<file path="src/rtl/ca_pkg.sv">
// Shared types and constants for the cellular-automaton frame sequencer.
// Holds the FSM state enum, the reset rule and the LFSR seed constants.
package ca_pkg;

  typedef enum logic [1:0] {
    IDLE = 2'd0,
    SEED = 2'd1,
    RUN  = 2'd2,
    HOLD = 2'd3
  } ca_state_e;

  localparam logic [7:0]  RULE_RESET = 8'd90;
  localparam logic [15:0] LFSR_TAPS  = 16'hB400;
  localparam logic [15:0] LFSR_INIT  = 16'hACE1;

endpackage

</file>
<file path="src/rtl/ca_frame_tick.sv">
// Frame tick: registered 1-cycle pulse after the last pixel of a frame.
// Ports: clk, rst_n, hpos, vpos in; tick out.
module ca_frame_tick #(
  parameter int H_TOTAL = 800,
  parameter int V_TOTAL = 525
) (
  input  logic       clk,
  input  logic       rst_n,
  input  logic [9:0] hpos,
  input  logic [9:0] vpos,
  output logic       tick
);

  logic w_last;
  logic r_tick;

  assign w_last = (hpos == 10'(H_TOTAL - 1)) &&
                  (vpos == 10'(V_TOTAL - 1));

  always_ff @(posedge clk or negedge rst_n) begin
    if (!rst_n) r_tick <= 1'b0;
    else        r_tick <= w_last;
  end

  assign tick = r_tick;

endmodule

</file>
<file path="src/rtl/ca_frame_sequencer.sv">
// Per-frame sequencer for the 1-D CA scan datapath: rule, seed, shift.
// Ports: clk, rst_n, hpos, vpos, display_on, cfg_* handshake, pause in;
// rule, seed_row, seed_bit, shift_en, frame_cnt, cfg_ready out.
// Macro CA_LFSR_SEED_EN swaps the single-cell seed for a 16-bit LFSR.
module ca_frame_sequencer
  import ca_pkg::*;
#(
  parameter int H_TOTAL   = 800,
  parameter int V_TOTAL   = 525,
  parameter int SEED_CELL = 160,
  parameter int DWELL_W   = 8
) (
  input  logic               clk,
  input  logic               rst_n,
  input  logic [9:0]         hpos,
  input  logic [9:0]         vpos,
  input  logic               display_on,
  input  logic               cfg_valid,
  output logic               cfg_ready,
  input  logic [7:0]         cfg_rule,
  input  logic [DWELL_W-1:0] cfg_dwell,
  input  logic               pause,
  output logic [7:0]         rule,
  output logic               seed_row,
  output logic               seed_bit,
  output logic               shift_en,
  output logic [15:0]        frame_cnt
);

  ca_state_e          r_state;
  logic [7:0]         r_rule;
  logic [DWELL_W-1:0] r_dwell;
  logic [DWELL_W-1:0] r_dwell_cnt;
  logic               r_pend;
  logic [7:0]         r_pend_rule;
  logic [DWELL_W-1:0] r_pend_dwell;
  logic               r_cfg_ready;
  logic [15:0]        r_frame_cnt;
  logic               w_tick;
  logic               w_xfer;
  logic               w_frozen;
  logic               w_expire;

  ca_frame_tick #(
    .H_TOTAL (H_TOTAL),
    .V_TOTAL (V_TOTAL)
  ) u_tick (
    .clk   (clk),
    .rst_n (rst_n),
    .hpos  (hpos),
    .vpos  (vpos),
    .tick  (w_tick)
  );

  assign w_xfer   = cfg_valid & r_cfg_ready;
  assign w_frozen = (r_state == HOLD);
  assign w_expire = (r_dwell != '0) &&
                    (r_dwell_cnt == r_dwell - DWELL_W'(1));

  always_ff @(posedge clk or negedge rst_n) begin
    if (!rst_n) begin
      r_state      <= IDLE;
      r_rule       <= RULE_RESET;
      r_dwell      <= '0;
      r_dwell_cnt  <= '0;
      r_pend       <= 1'b0;
      r_pend_rule  <= '0;
      r_pend_dwell <= '0;
      r_cfg_ready  <= 1'b0;
      r_frame_cnt  <= '0;
    end else begin
      // ready lags pend by one cycle so it reopens after the commit
      if (w_xfer) r_cfg_ready <= 1'b0;
      else        r_cfg_ready <= ~r_pend;

      if (w_tick && r_pend) begin
        r_pend <= 1'b0;
      end else if (w_xfer) begin
        r_pend       <= 1'b1;
        r_pend_rule  <= cfg_rule;
        r_pend_dwell <= cfg_dwell;
      end

      if (w_tick) begin
        r_frame_cnt <= r_frame_cnt + 16'd1;
        if (r_pend) begin
          r_rule      <= r_pend_rule;
          r_dwell     <= r_pend_dwell;
          r_dwell_cnt <= '0;
          r_state     <= SEED;
        end else if (pause) begin
          r_state <= HOLD;
        end else begin
          unique case (r_state)
            IDLE: r_state <= SEED;
            SEED: r_state <= RUN;
            HOLD: r_state <= RUN;
            RUN: begin
              if (w_expire) begin
                r_rule      <= r_rule + 8'd1;
                r_dwell_cnt <= '0;
                r_state     <= SEED;
              end else if (r_dwell != '0) begin
                r_dwell_cnt <= r_dwell_cnt + DWELL_W'(1);
              end
            end
            default: r_state <= IDLE;
          endcase
        end
      end
    end
  end

  assign seed_row = display_on && (vpos == 10'd0) && !w_frozen;
  assign shift_en = display_on && hpos[0] && !w_frozen;

`ifdef CA_LFSR_SEED_EN
  logic [15:0] r_lfsr;

  always_ff @(posedge clk or negedge rst_n) begin
    if (!rst_n) r_lfsr <= LFSR_INIT;
    else if (shift_en && seed_row)
      r_lfsr <= (r_lfsr >> 1) ^ (r_lfsr[0] ? LFSR_TAPS : 16'h0);
  end

  assign seed_bit = r_lfsr[0];
`else
  assign seed_bit = (hpos[9:1] == 9'(SEED_CELL));
`endif

  assign rule      = r_rule;
  assign cfg_ready = r_cfg_ready;
  assign frame_cnt = r_frame_cnt;

endmodule

</file>
<file path="config.mk">
export PLATFORM = sky130hd
export DESIGN_NAME = ca_frame_sequencer
export DESIGN_NICKNAME = d
export VERILOG_FILES = /design/src/rtl/ca_pkg.sv /design/src/rtl/ca_frame_tick.sv /design/src/rtl/ca_frame_sequencer.sv
export SDC_FILE = /design/constraint.sdc
export NUM_CORES = 1
export LEC_CHECK = 0
export ABC_AREA = 1
export BUFFER_PORTS_ARGS = -buffer_cell sky130_fd_sc_hd__buf_2
export CORE_MARGIN = 1.5
export CORE_UTILIZATION = 55
export CTS_CLUSTER_SIZE = 24
export DETAILED_ROUTE_END_ITERATION = 8
export PLACE_DENSITY = 0.86
export SLEW_MARGIN = 20
export SYNTH_ARGS = -nofsm -noshare
export SYNTH_HDL_FRONTEND = slang
export SYNTH_HIERARCHICAL = 1
export SYNTH_SLANG_ARGS = --single-unit
</file>
<file path="constraint.sdc">
create_clock -name clk -period 2 [get_ports clk]
set_input_delay 0.1 -clock clk [delete_from_list [all_inputs] [get_ports clk]]
set_output_delay 0.1 -clock clk [all_outputs]
set_load 0.01 [all_outputs]
</file>
Word level (Yosys, flattened, before mapping)
Index checks and enable logic that the tools add are counted.
{ "op_classes": {"bitwise": 3, "reduce_logical": 21, "muxes": 16, "n_addsub": 4, "eq_ne": 9} }
{ "op_table": {"columns": ["operator", "count"], "rows": [
  ["$mux 8", 9],
  ["$eq 10x10->1 const B", 2],
  ["$add 16x1->16 const B", 1],
  ["$add 8x1->8 const B", 2],
  ["$logic_not 10->1", 1],
  ["$eq 9x8->1 const B", 1],
  ["$eq 8x8->1", 1],
  ["$reduce_and 4->1", 2],
  ["$reduce_bool 8->1", 1],
  ["$sub 8x1->8 const B", 1],
  ["$logic_and 1x1->1", 7],
  ["$mux 2", 3],
  ["$pmux 2 s3", 1],
  ["$reduce_and 2->1", 3],
  ["$reduce_bool 2->1", 3],
  ["$eq 2x2->1 const B", 2],
  ["$ne 4x4->1 const B", 1],
  ["$mux 1", 3],
  ["$reduce_bool 3->1", 1],
  ["$eq 2x1->1 const B", 1],
  ["$logic_not 2->1", 1],
  ["$ne 2x1->1 const B", 1],
  ["$not 1->1", 2],
  ["$reduce_or 2->1", 1],
  ["2 further kinds", 2]
]} }
{ "totals": {"out_inout_bits": 28, "regBits": 61} }

Longest topological paths before layout
Gate-level depths: netlist of the first run.
{ "logic_depth": {"word_depth": 7, "depth_mapped": 14, "ltp_nobuf": 14} }

Modules after synthesis
The synthesis of the first run kept the hierarchy.
{ "by_module_without_submodules": {"columns": ["mod", "instances", "area_per_inst_um2", "cells_per_inst", "seq_area_each_um2"], "rows": [
  ["ca_frame_sequencer", 1, 3138.0, 365, 1506.4],
  ["ca_frame_tick", 1, 115.1, 24, 25.0]
]} }

Worst setup path before layout of the first run
No wires, ideal clock.
{ "synth_path": {"path_type": "flip-flop to flip-flop", "from": "register r_dwell[0]", "to": "register r_rule[7], in the netlist rule[7]", "setup_slack_ns": 0.205, "setup_ns": 0.117, "path_buffers": 1, "path_stages_with_launch": 15, "arrival_time_ns": 1.678, "cell_sequence": "dfrtp_1 -> inv_2 -> ha_1 -> inv_1 -> nand2_1 -> nand2_1 -> nand2_1 -> nand3_1 -> nor2_4 -> nand4_4 -> nand2_4 -> nand2_4 -> buf_6 -> nand2_1 -> nand2_1"} }
{ "synth_between": {"elab_chain_len": 5, "elab_cells_between_ends": 6, "cone_classes": "add/sub: 1; eq/ne: 1; reduce/logical: 4"} }
{ "synth_lines": {"columns": ["item", "line_no", "text"], "rows": [
  ["start: declaration", "ca_frame_sequencer.sv:32", "logic [DWELL_W-1:0] r_dwell;"],
  ["start signal: assignment", "ca_frame_sequencer.sv:88", "r_dwell <= r_pend_dwell;"],
  ["$sub 8x1->8", "ca_frame_sequencer.sv:58", "(r_dwell_cnt == r_dwell - DWELL_W'(1));"],
  ["$eq 8x8->1", "ca_frame_sequencer.sv:58", null],
  ["$logic_and 1x1->1 (*)", "ca_frame_sequencer.sv:57", "assign w_expire = (r_dwell != '0) &&"],
  ["$reduce_bool 2->1 (no source line) (*)", null, null],
  ["$reduce_and 4->1 (no source line) (*)", null, null],
  ["end signal: assignment", "ca_frame_sequencer.sv:87", "r_rule <= r_pend_rule;"],
  ["end signal: assignment", "ca_frame_sequencer.sv:100", "r_rule <= r_rule + 8'd1;"],
  ["end: declaration", "ca_frame_sequencer.sv:31", "logic [7:0] r_rule;"]
]} }
Every way passes the cells marked *; elsewhere a longest branch is shown, timed or not.
A chain may end at the register's enable or synchronous reset.

Worst setup path in the final report of the first run
{ "layout_path": {"from": "register r_dwell[1]", "to": "register r_rule[7], in the netlist rule[7]"} }
Same word-level chain as after synthesis.

==> flow_metrics.env, run 1 <==
export IMPL_routed_wl_um=7200
export IMPL_root_buffer="sky130_fd_sc_hd__clkbuf_8"
export IMPL_p_leak_nw=2.20
export IMPL_run_status="completed"
export IMPL_first_global_vias=2824
export IMPL_avgRoutedWirePerCell_um=12.9
export IMPL_rsz0062_at_grt="false"
export IMPL_detailed_routing_iteration_count_for_the_pre_antenna_repair_pass=5
export IMPL_min_path_cells=3
export IMPL_period_needed_ns=1.84
export IMPL_p_per_cell_area_nw_per_um2=684
export IMPL_pin_slew_with_the_least_headroom_to_its_limit_ns=0.511
export IMPL_max_freq_mhz=544
export IMPL_sequential_to_total_area_share_from_yosys_stat_pct=47.1
export IMPL_num_rows=27
export IMPL_maxCapViolCount=0
export IMPL_worst_setup_path_type="flop to flop"
export IMPL_layout_drive_gt1_share_pct=27.5
export IMPL_total_of_fill_cells_in_the_finished_design=405
export IMPL_worst_skew_pair_late_latency_ns=0.34
export IMPL_hold_path_end="r_pend_dwell[1]"
export IMPL_worstPathRequired_ns=2.28
export IMPL_finish_net_count=527
export IMPL_yosysWarningCount=6
export IMPL_ir_drop_v=0.000367
export IMPL_most_frequent_cells_after_synthesis="sky130_fd_sc_hd__nand2_1, sky130_fd_sc_hd__dfrtp_1, sky130_fd_sc_hd__inv_1, sky130_fd_sc_hd__nor2_1, sky130_fd_sc_hd__nand3_1"
export IMPL_timing_reg2reg_setup_slack_ns=0.16
export IMPL_timing_final_crit_share_pct=91.8
export IMPL_dp_hpwl_um=5140
export IMPL_critical_path_reg2reg_startpoint="r_dwell[1]"
export IMPL_hold_path_class="input port to flop"
export IMPL_syn2layout_area_growth_pct=25.6
export IMPL_post_route_drc=0
export IMPL_fp_coreArea_um2=5610
export IMPL_syn_nets=434
export IMPL_setup_tns_ns=0
export IMPL_avgSynthCellArea_um2=8.36
export IMPL_via_to_cell_ratio=5.17
export IMPL_cts_max_path_buffers=2
export IMPL_timing_final_hold_violations=0
export IMPL_postSynth_topFlopCell="sky130_fd_sc_hd__dfrtp_1"
export IMPL_die_area_um2=6380
export IMPL_synth_enable_flop_cells=0
export IMPL_vias=2892
export IMPL_setup_viol=0
export IMPL_h_tree_levels=3
export IMPL_setup_worst_path_end_class="flop"
export IMPL_postLayoutSetupSlackWorst_ns=0.163
export IMPL_crit_path_start_kind="flop"
export IMPL_synth_cells=389
export IMPL_netlist_top_cells_area="sky130_fd_sc_hd__dfrtp_1, sky130_fd_sc_hd__nand2_1, sky130_fd_sc_hd__inv_1"
export IMPL_die_y_um=79.9
export IMPL_netlist_top_cell_by_area="sky130_fd_sc_hd__dfrtp_1"
export IMPL_timing_critical_path_arrival_ns=2.12
export IMPL_antenna_violating_nets_post_route=0
export IMPL_diodes=0
export IMPL_grt_first_pass_wirelength_um=12300
export IMPL_post_synthesis_async_set_or_reset_flop_share_pct=100
export IMPL_min_delay_start="cfg_dwell[1]"
export IMPL_post_route_util_pct=72.8
export IMPL_synth_most_common_cell="sky130_fd_sc_hd__nand2_1"
export IMPL_globalRoute_totalOverflow=0
export IMPL_synth_top_cell_area_share_pct=43.8
export IMPL_track_usage_pct=25.0
export IMPL_port_buffer_count=68
export IMPL_largest_net_degree_at_the_start_of_global_routing=62
export IMPL_tritoncts_num_sinks=61
export IMPL_initial_core_util_pct=58.0
export IMPL_preCtsSetupSlack_ns=0.0380
export IMPL_synthDistinctLibCells=35
export IMPL_tritoncts="built"
export IMPL_gpl_final_weighted_congestion=0.892
export IMPL_reg2regPathDepth=14
export IMPL_synth_ff_latch_count=61
export IMPL_floorplan_io_pins=69
export IMPL_grt_antenna_before_repair=0
export IMPL_max_slew_margin_pct=65.9
export IMPL_critPathMaxFanout=17
export IMPL_fin_worst_skew_ns=0.00526
export IMPL_cts_buffers_inserted=9
export IMPL_timing_rr_end="rule[7]"
export IMPL_initialDrtViolationCount=204
export IMPL_syn_area_um2=3250
export IMPL_maxSlewViolCount=0
export IMPL_cts_clk_slew_worst_paths_ns=0.07
export IMPL_die_w_um=79.9
==> critical path, cell delays in order, from the launching register on <==
cell                      delay (ns)
sky130_fd_sc_hd__dfrtp_1        0.39
sky130_fd_sc_hd__inv_1          0.09
sky130_fd_sc_hd__ha_4           0.27
sky130_fd_sc_hd__inv_1          0.03
sky130_fd_sc_hd__nand2_1        0.04
sky130_fd_sc_hd__nand2_1        0.04
sky130_fd_sc_hd__nor2_1         0.08
sky130_fd_sc_hd__nand3_1        0.11
sky130_fd_sc_hd__nor2_4         0.14
sky130_fd_sc_hd__nand4_4        0.14
sky130_fd_sc_hd__nand2_4        0.13
sky130_fd_sc_hd__nand2_8        0.11
sky130_fd_sc_hd__inv_2          0.10
sky130_fd_sc_hd__nand2_1        0.05
sky130_fd_sc_hd__nand2_1        0.05
==> metrics by stage <==
step,area (um2),hold WS (ns),power (mW),cells
2_1_floorplan,3250,-0.196,1.59,389
3_3_place_gp,3700,0.124,1.70,527
3_5_place_dp,3700,0.128,1.71,527
4_1_cts,4030,0.00531,2.82,556
5_1_grt,4090,0.0196,2.92,559
6_report,4090,0.0177,2.79,559
==> per-layer routing <==
metal  track usage (%)  vias to the layer above  share of wire (%)
met4              8.79                        0                1.3
li1                  -                     1423                  -
met2              43.1                       89                 51
met1              30.6                     1368                 43
met5                 0                        -                  0
met3              5.71                       12                4.7
==> logic make-up (layout without fill, tap and decap cells) <==
logic type	Yosys count	count (layout)	synth area share, %
AO/OA/AOI/OAI	39	39	6.85
XOR/XNOR	25	25	6.73
adder cells (fa/ha/maj)	4	4	1.54
buffers and inverters	60	158	7.31
flip-flops	61	61	47.1
multiplexers	10	10	3.38
AND/OR/NAND/NOR	190	190	27.1
==> state kept, by name, indices dropped and copies added (netlist names) <==
| name | flops |
|---|---|
| r_state | 2 |
| r_pend_dwell | 8 |
| r_dwell_cnt | 8 |
| r_pend | 1 |
| rule | 8 |
| u_tick/tick | 1 |
| r_dwell | 8 |
| cfg_ready | 1 |
| r_pend_rule | 8 |
| frame_cnt | 16 |
==> final cells by class <==
class,count,area [um2],area share [%]
repair buffers,89,543,13.3
multi-input cells,268,1520,37.2
well taps,72,90.1,2.21
clock inverters,7,75.1,1.84
inverters,53,200,4.90
flip-flops and latches,61,1530,37.5
clock buffers,9,124,3.03
==> cells in the final DEF (no fill, tap or decap), types with 12 or more instances in the layout <==
master / count
sky130_fd_sc_hd__nand2_1: 85
sky130_fd_sc_hd__buf_2: 68
sky130_fd_sc_hd__dfrtp_1: 57
sky130_fd_sc_hd__inv_1: 49
sky130_fd_sc_hd__nor2_1: 44
sky130_fd_sc_hd__nand3_1: 24
sky130_fd_sc_hd__xor2_1: 18
sky130_fd_sc_hd__o21ai_0: 18
sky130_fd_sc_hd__dlygate4sd3_1: 13
sky130_fd_sc_hd__a21oi_1: 12
==> worst max path at each step <==
stage | from | to | slack [ns] | depth (start not counted)
floorplan | r_dwell[0] | rule[7] | 0.20 | 14
global placement | r_dwell[0] | rule[0] | 0.15 | 13
detailed placement | r_dwell[0] | rule[7] | 0.04 | 14
CTS | r_dwell[0] | rule[7] | 0.02 | 14
global route | r_dwell[0] | rule[7] | 0.0003 | 14
finish | r_dwell[1] | rule[7] | 0.16 | 14
==> power by group <==
group / internal (mW) / switching (mW)
Sequential: 1.35 / 0.0484
Clock: 0.578 / 0.505
Combinational: 0.153 / 0.160
==> repair_timing <==
action	in CTS	in global routing
setup endpoints to repair	0	13
gates resized for setup	0	6
buffers inserted	0	3
hold endpoints to repair	69	0
hold buffers	13	0
Note: power is estimated with default switching activity, not from simulation.
==> run 2, diff against run 1 <==
--- a/config.mk
+++ b/config.mk
@@ -8,10 +8,10 @@
 export ABC_AREA = 1
 export BUFFER_PORTS_ARGS = -buffer_cell sky130_fd_sc_hd__buf_2
 export CORE_MARGIN = 1.5
-export CORE_UTILIZATION = 55
+export CORE_UTILIZATION = 50
 export CTS_CLUSTER_SIZE = 24
 export DETAILED_ROUTE_END_ITERATION = 8
-export PLACE_DENSITY = 0.86
+export PLACE_DENSITY = 0.8
 export SLEW_MARGIN = 20
 export SYNTH_ARGS = -nofsm -noshare
 export SYNTH_HDL_FRONTEND = slang
==> run 2 against run 1 <==
Against the previous run:
- via count down 1.6%
- clock power is 14% higher
- flip-flop and latch count unchanged
- fmax shrank 2.5%
- global-route usage down 4.0 points
- die area rose by 9.6%
- design area shrank 0.67%
- largest power group unchanged
==> flow_metrics.env, run 2 (same netlist as run 1, synthesis figures left out) <==
export IMPL_run_status="completed"
export IMPL_critical_path_max_stage_delay_ns=0.39
export IMPL_crit_end="rule[2]"
export IMPL_reg2regPathDepth=13
export IMPL_tritoncts="built"
export IMPL_h_tree_levels=3
export IMPL_max_slew_margin_pct=62.3
export IMPL_timing_final_hold_violations=0
export IMPL_setup_viol=0
export IMPL_avgRoutedWirePerCell_um=12.4
export IMPL_cts_buffers_inserted=9
export IMPL_antenna_violating_nets_post_route=0
export IMPL_dp_hpwl_um=5000
export IMPL_worst_setup_path_type="flop to flop"
export IMPL_via_to_cell_ratio=5.08
export IMPL_syn2layout_area_growth_pct=24.7
export IMPL_startpoint="r_dwell[1]"
export IMPL_max_reg_flops=16
export IMPL_critPathMaxFanout=17
export IMPL_largest_net_degree_at_the_start_of_global_routing=42
export IMPL_diodes=0
export IMPL_p_leak_nw=2.18
export IMPL_fp_coreArea_um2=6310
export IMPL_period_needed_ns=1.88
export IMPL_grt_antenna_before_repair=0
export IMPL_grt_first_pass_wirelength_um=11800
export IMPL_finish_net_count=523
export IMPL_maxSlewViolCount=0
export IMPL_gpl_final_weighted_congestion=0.911
export IMPL_worstPathBufferInverterCount=2
export IMPL_crit_path_start_kind="flop"
export IMPL_total_of_fill_cells_in_the_finished_design=523
export IMPL_floorplan_io_pins=69
export IMPL_worstPathRequired_ns=2.22
export IMPL_initialDrtViolationCount=171
export IMPL_tritoncts_num_sinks=61
export IMPL_min_path_cells=3
export IMPL_globalRoute_totalOverflow=0
export IMPL_critical_path_reg2reg_startpoint="r_dwell[1]"
export IMPL_cpMaxStageDelayCell="sky130_fd_sc_hd__dfrtp_1"
export IMPL_final_cell_area_um2=4060
export IMPL_worstPathCellList="inv_1 > ha_2 > inv_1 > nand2_1 > nand2_1 > nor2_1 > nand3_1 > nor2_4 > nand4_4 > nand2_4 > nand2_8 > nand2_2 > o21ai_2"
export IMPL_die_y_um=83.7
export IMPL_mostFrequentLayoutCells="sky130_fd_sc_hd__nand2_1, sky130_fd_sc_hd__buf_2, sky130_fd_sc_hd__dfrtp_1, sky130_fd_sc_hd__inv_1, sky130_fd_sc_hd__nor2_1"
export IMPL_detailed_routing_iteration_count_for_the_pre_antenna_repair_pass=4
export IMPL_initial_core_util_pct=51.5
export IMPL_fin_worst_skew_ns=0.00743
export IMPL_root_buffer="sky130_fd_sc_hd__clkbuf_8"
export IMPL_die_area_um2=7000
export IMPL_crit_cells=13
export IMPL_setup_tns_ns=0
export IMPL_post_route_drc=0
export IMPL_track_usage_pct=21.0
export IMPL_die_w_um=83.7
export IMPL_cts_clk_slew_worst_paths_ns=0.07
export IMPL_ir_drop_v=0.000499
export IMPL_first_global_vias=2803
export IMPL_routed_wl_um=6920
export IMPL_timing_final_crit_share_pct=94.2
export IMPL_hold_path_class="input port to flop"
export IMPL_postLayoutSetupSlackWorst_ns=0.116
export IMPL_timing_reg2reg_setup_slack_ns=0.12
export IMPL_maxCapViolCount=0
export IMPL_pin_slew_with_the_least_headroom_to_its_limit_ns=0.564
export IMPL_path_delay_family="simple AND/OR/NAND/NOR gates"
export IMPL_most_common_cell_after_layout_fill_and_taps_aside="sky130_fd_sc_hd__nand2_1"
export IMPL_max_freq_mhz=531
export IMPL_timing_critical_path_arrival_ns=2.10
export IMPL_preCtsSetupSlack_ns=0.0791
export IMPL_worst_skew_pair_late_latency_ns=0.34
export IMPL_placed_area_um2=3700
export IMPL_layout_drive_gt1_share_pct=26.9
export IMPL_setup_worst_path_end_class="flop"
export IMPL_num_rows=29
export IMPL_p_per_cell_area_nw_per_um2=726
export IMPL_cts_max_path_buffers=2
export IMPL_timing_rr_end="rule[2]"
export IMPL_vias=2847
export IMPL_port_buffer_count=68
[run 2: layout make-up]
| type | count | area, um2 | share of cell area (%) |
|---|---|---|---|
| flip-flops and latches | 61 | 1530 | 37.7 |
| multi-input cells | 268 | 1500 | 36.9 |
| repair buffers | 85 | 505 | 12.5 |
| well taps | 77 | 96.3 | 2.37 |
| inverters | 53 | 200 | 4.93 |
| clock inverters | 3 | 67.6 | 1.67 |
| clock buffers | 13 | 159 | 3.92 |
[run 2: worst min path at each step]
stage                       startpoint               to  slack (ns)
after floorplan                  rst_n        cfg_ready       -0.20
after global placement           rst_n   r_pend_rule[2]        0.09
after detailed placement         rst_n   r_pend_rule[3]        0.09
after CTS                 cfg_dwell[5]  r_pend_dwell[5]      0.0003
after global routing      cfg_dwell[2]  r_pend_dwell[2]        0.02
final                     cfg_dwell[4]  r_pend_dwell[4]        0.01
[run 2: per-layer routing]
metal,track usage (%),vias to the layer above,part of all wire [%]
met5,0,-,0
li1,-,1417,-
met2,35.2,73,50
met4,13.9,0,3.6
met3,3.26,24,3.8
met1,25.0,1333,43
[run 2: worst register-to-register path, delay by kind of cell (launching register included)]
kind | cells | cell delay [ns]
AND/OR/NAND/NOR | 9 | 0.90
AO/OA/AOI/OAI | 1 | 0.05
adder cells (fa/ha/maj) | 1 | 0.32
buffers and inverters | 2 | 0.10
flip-flops | 1 | 0.39
[run 2: per-stage QoR]
stage / hold WS, ns / cells / total power, mW / utilization [%]
6_report: 0.0117 / 560 / 2.95 / 64.3
5_1_grt: 0.0225 / 560 / 3.06 / 64.3
3_3_place_gp: 0.0925 / 532 / 1.70 / 58.6
3_5_place_dp: 0.0880 / 532 / 1.72 / 58.6
4_1_cts: 0.000274 / 558 / 2.97 / 63.8
2_1_floorplan: -0.196 / 389 / 1.59 / -
[run 2: what timing repair did]
item,CTS,global route
hold endpoints to repair,25,0
hold buffers,10,0
gates resized for setup,0,3
setup endpoints to repair,0,12
buffers inserted,0,2
[run 2: where the power goes]
| group | switching, mW | internal [mW] | total (mW) |
|---|---|---|---|
| logic | 0.169 | 0.151 | 0.320 |
| clock network | 0.461 | 0.771 | 1.23 |
| registers | 0.0444 | 1.35 | 1.39 |
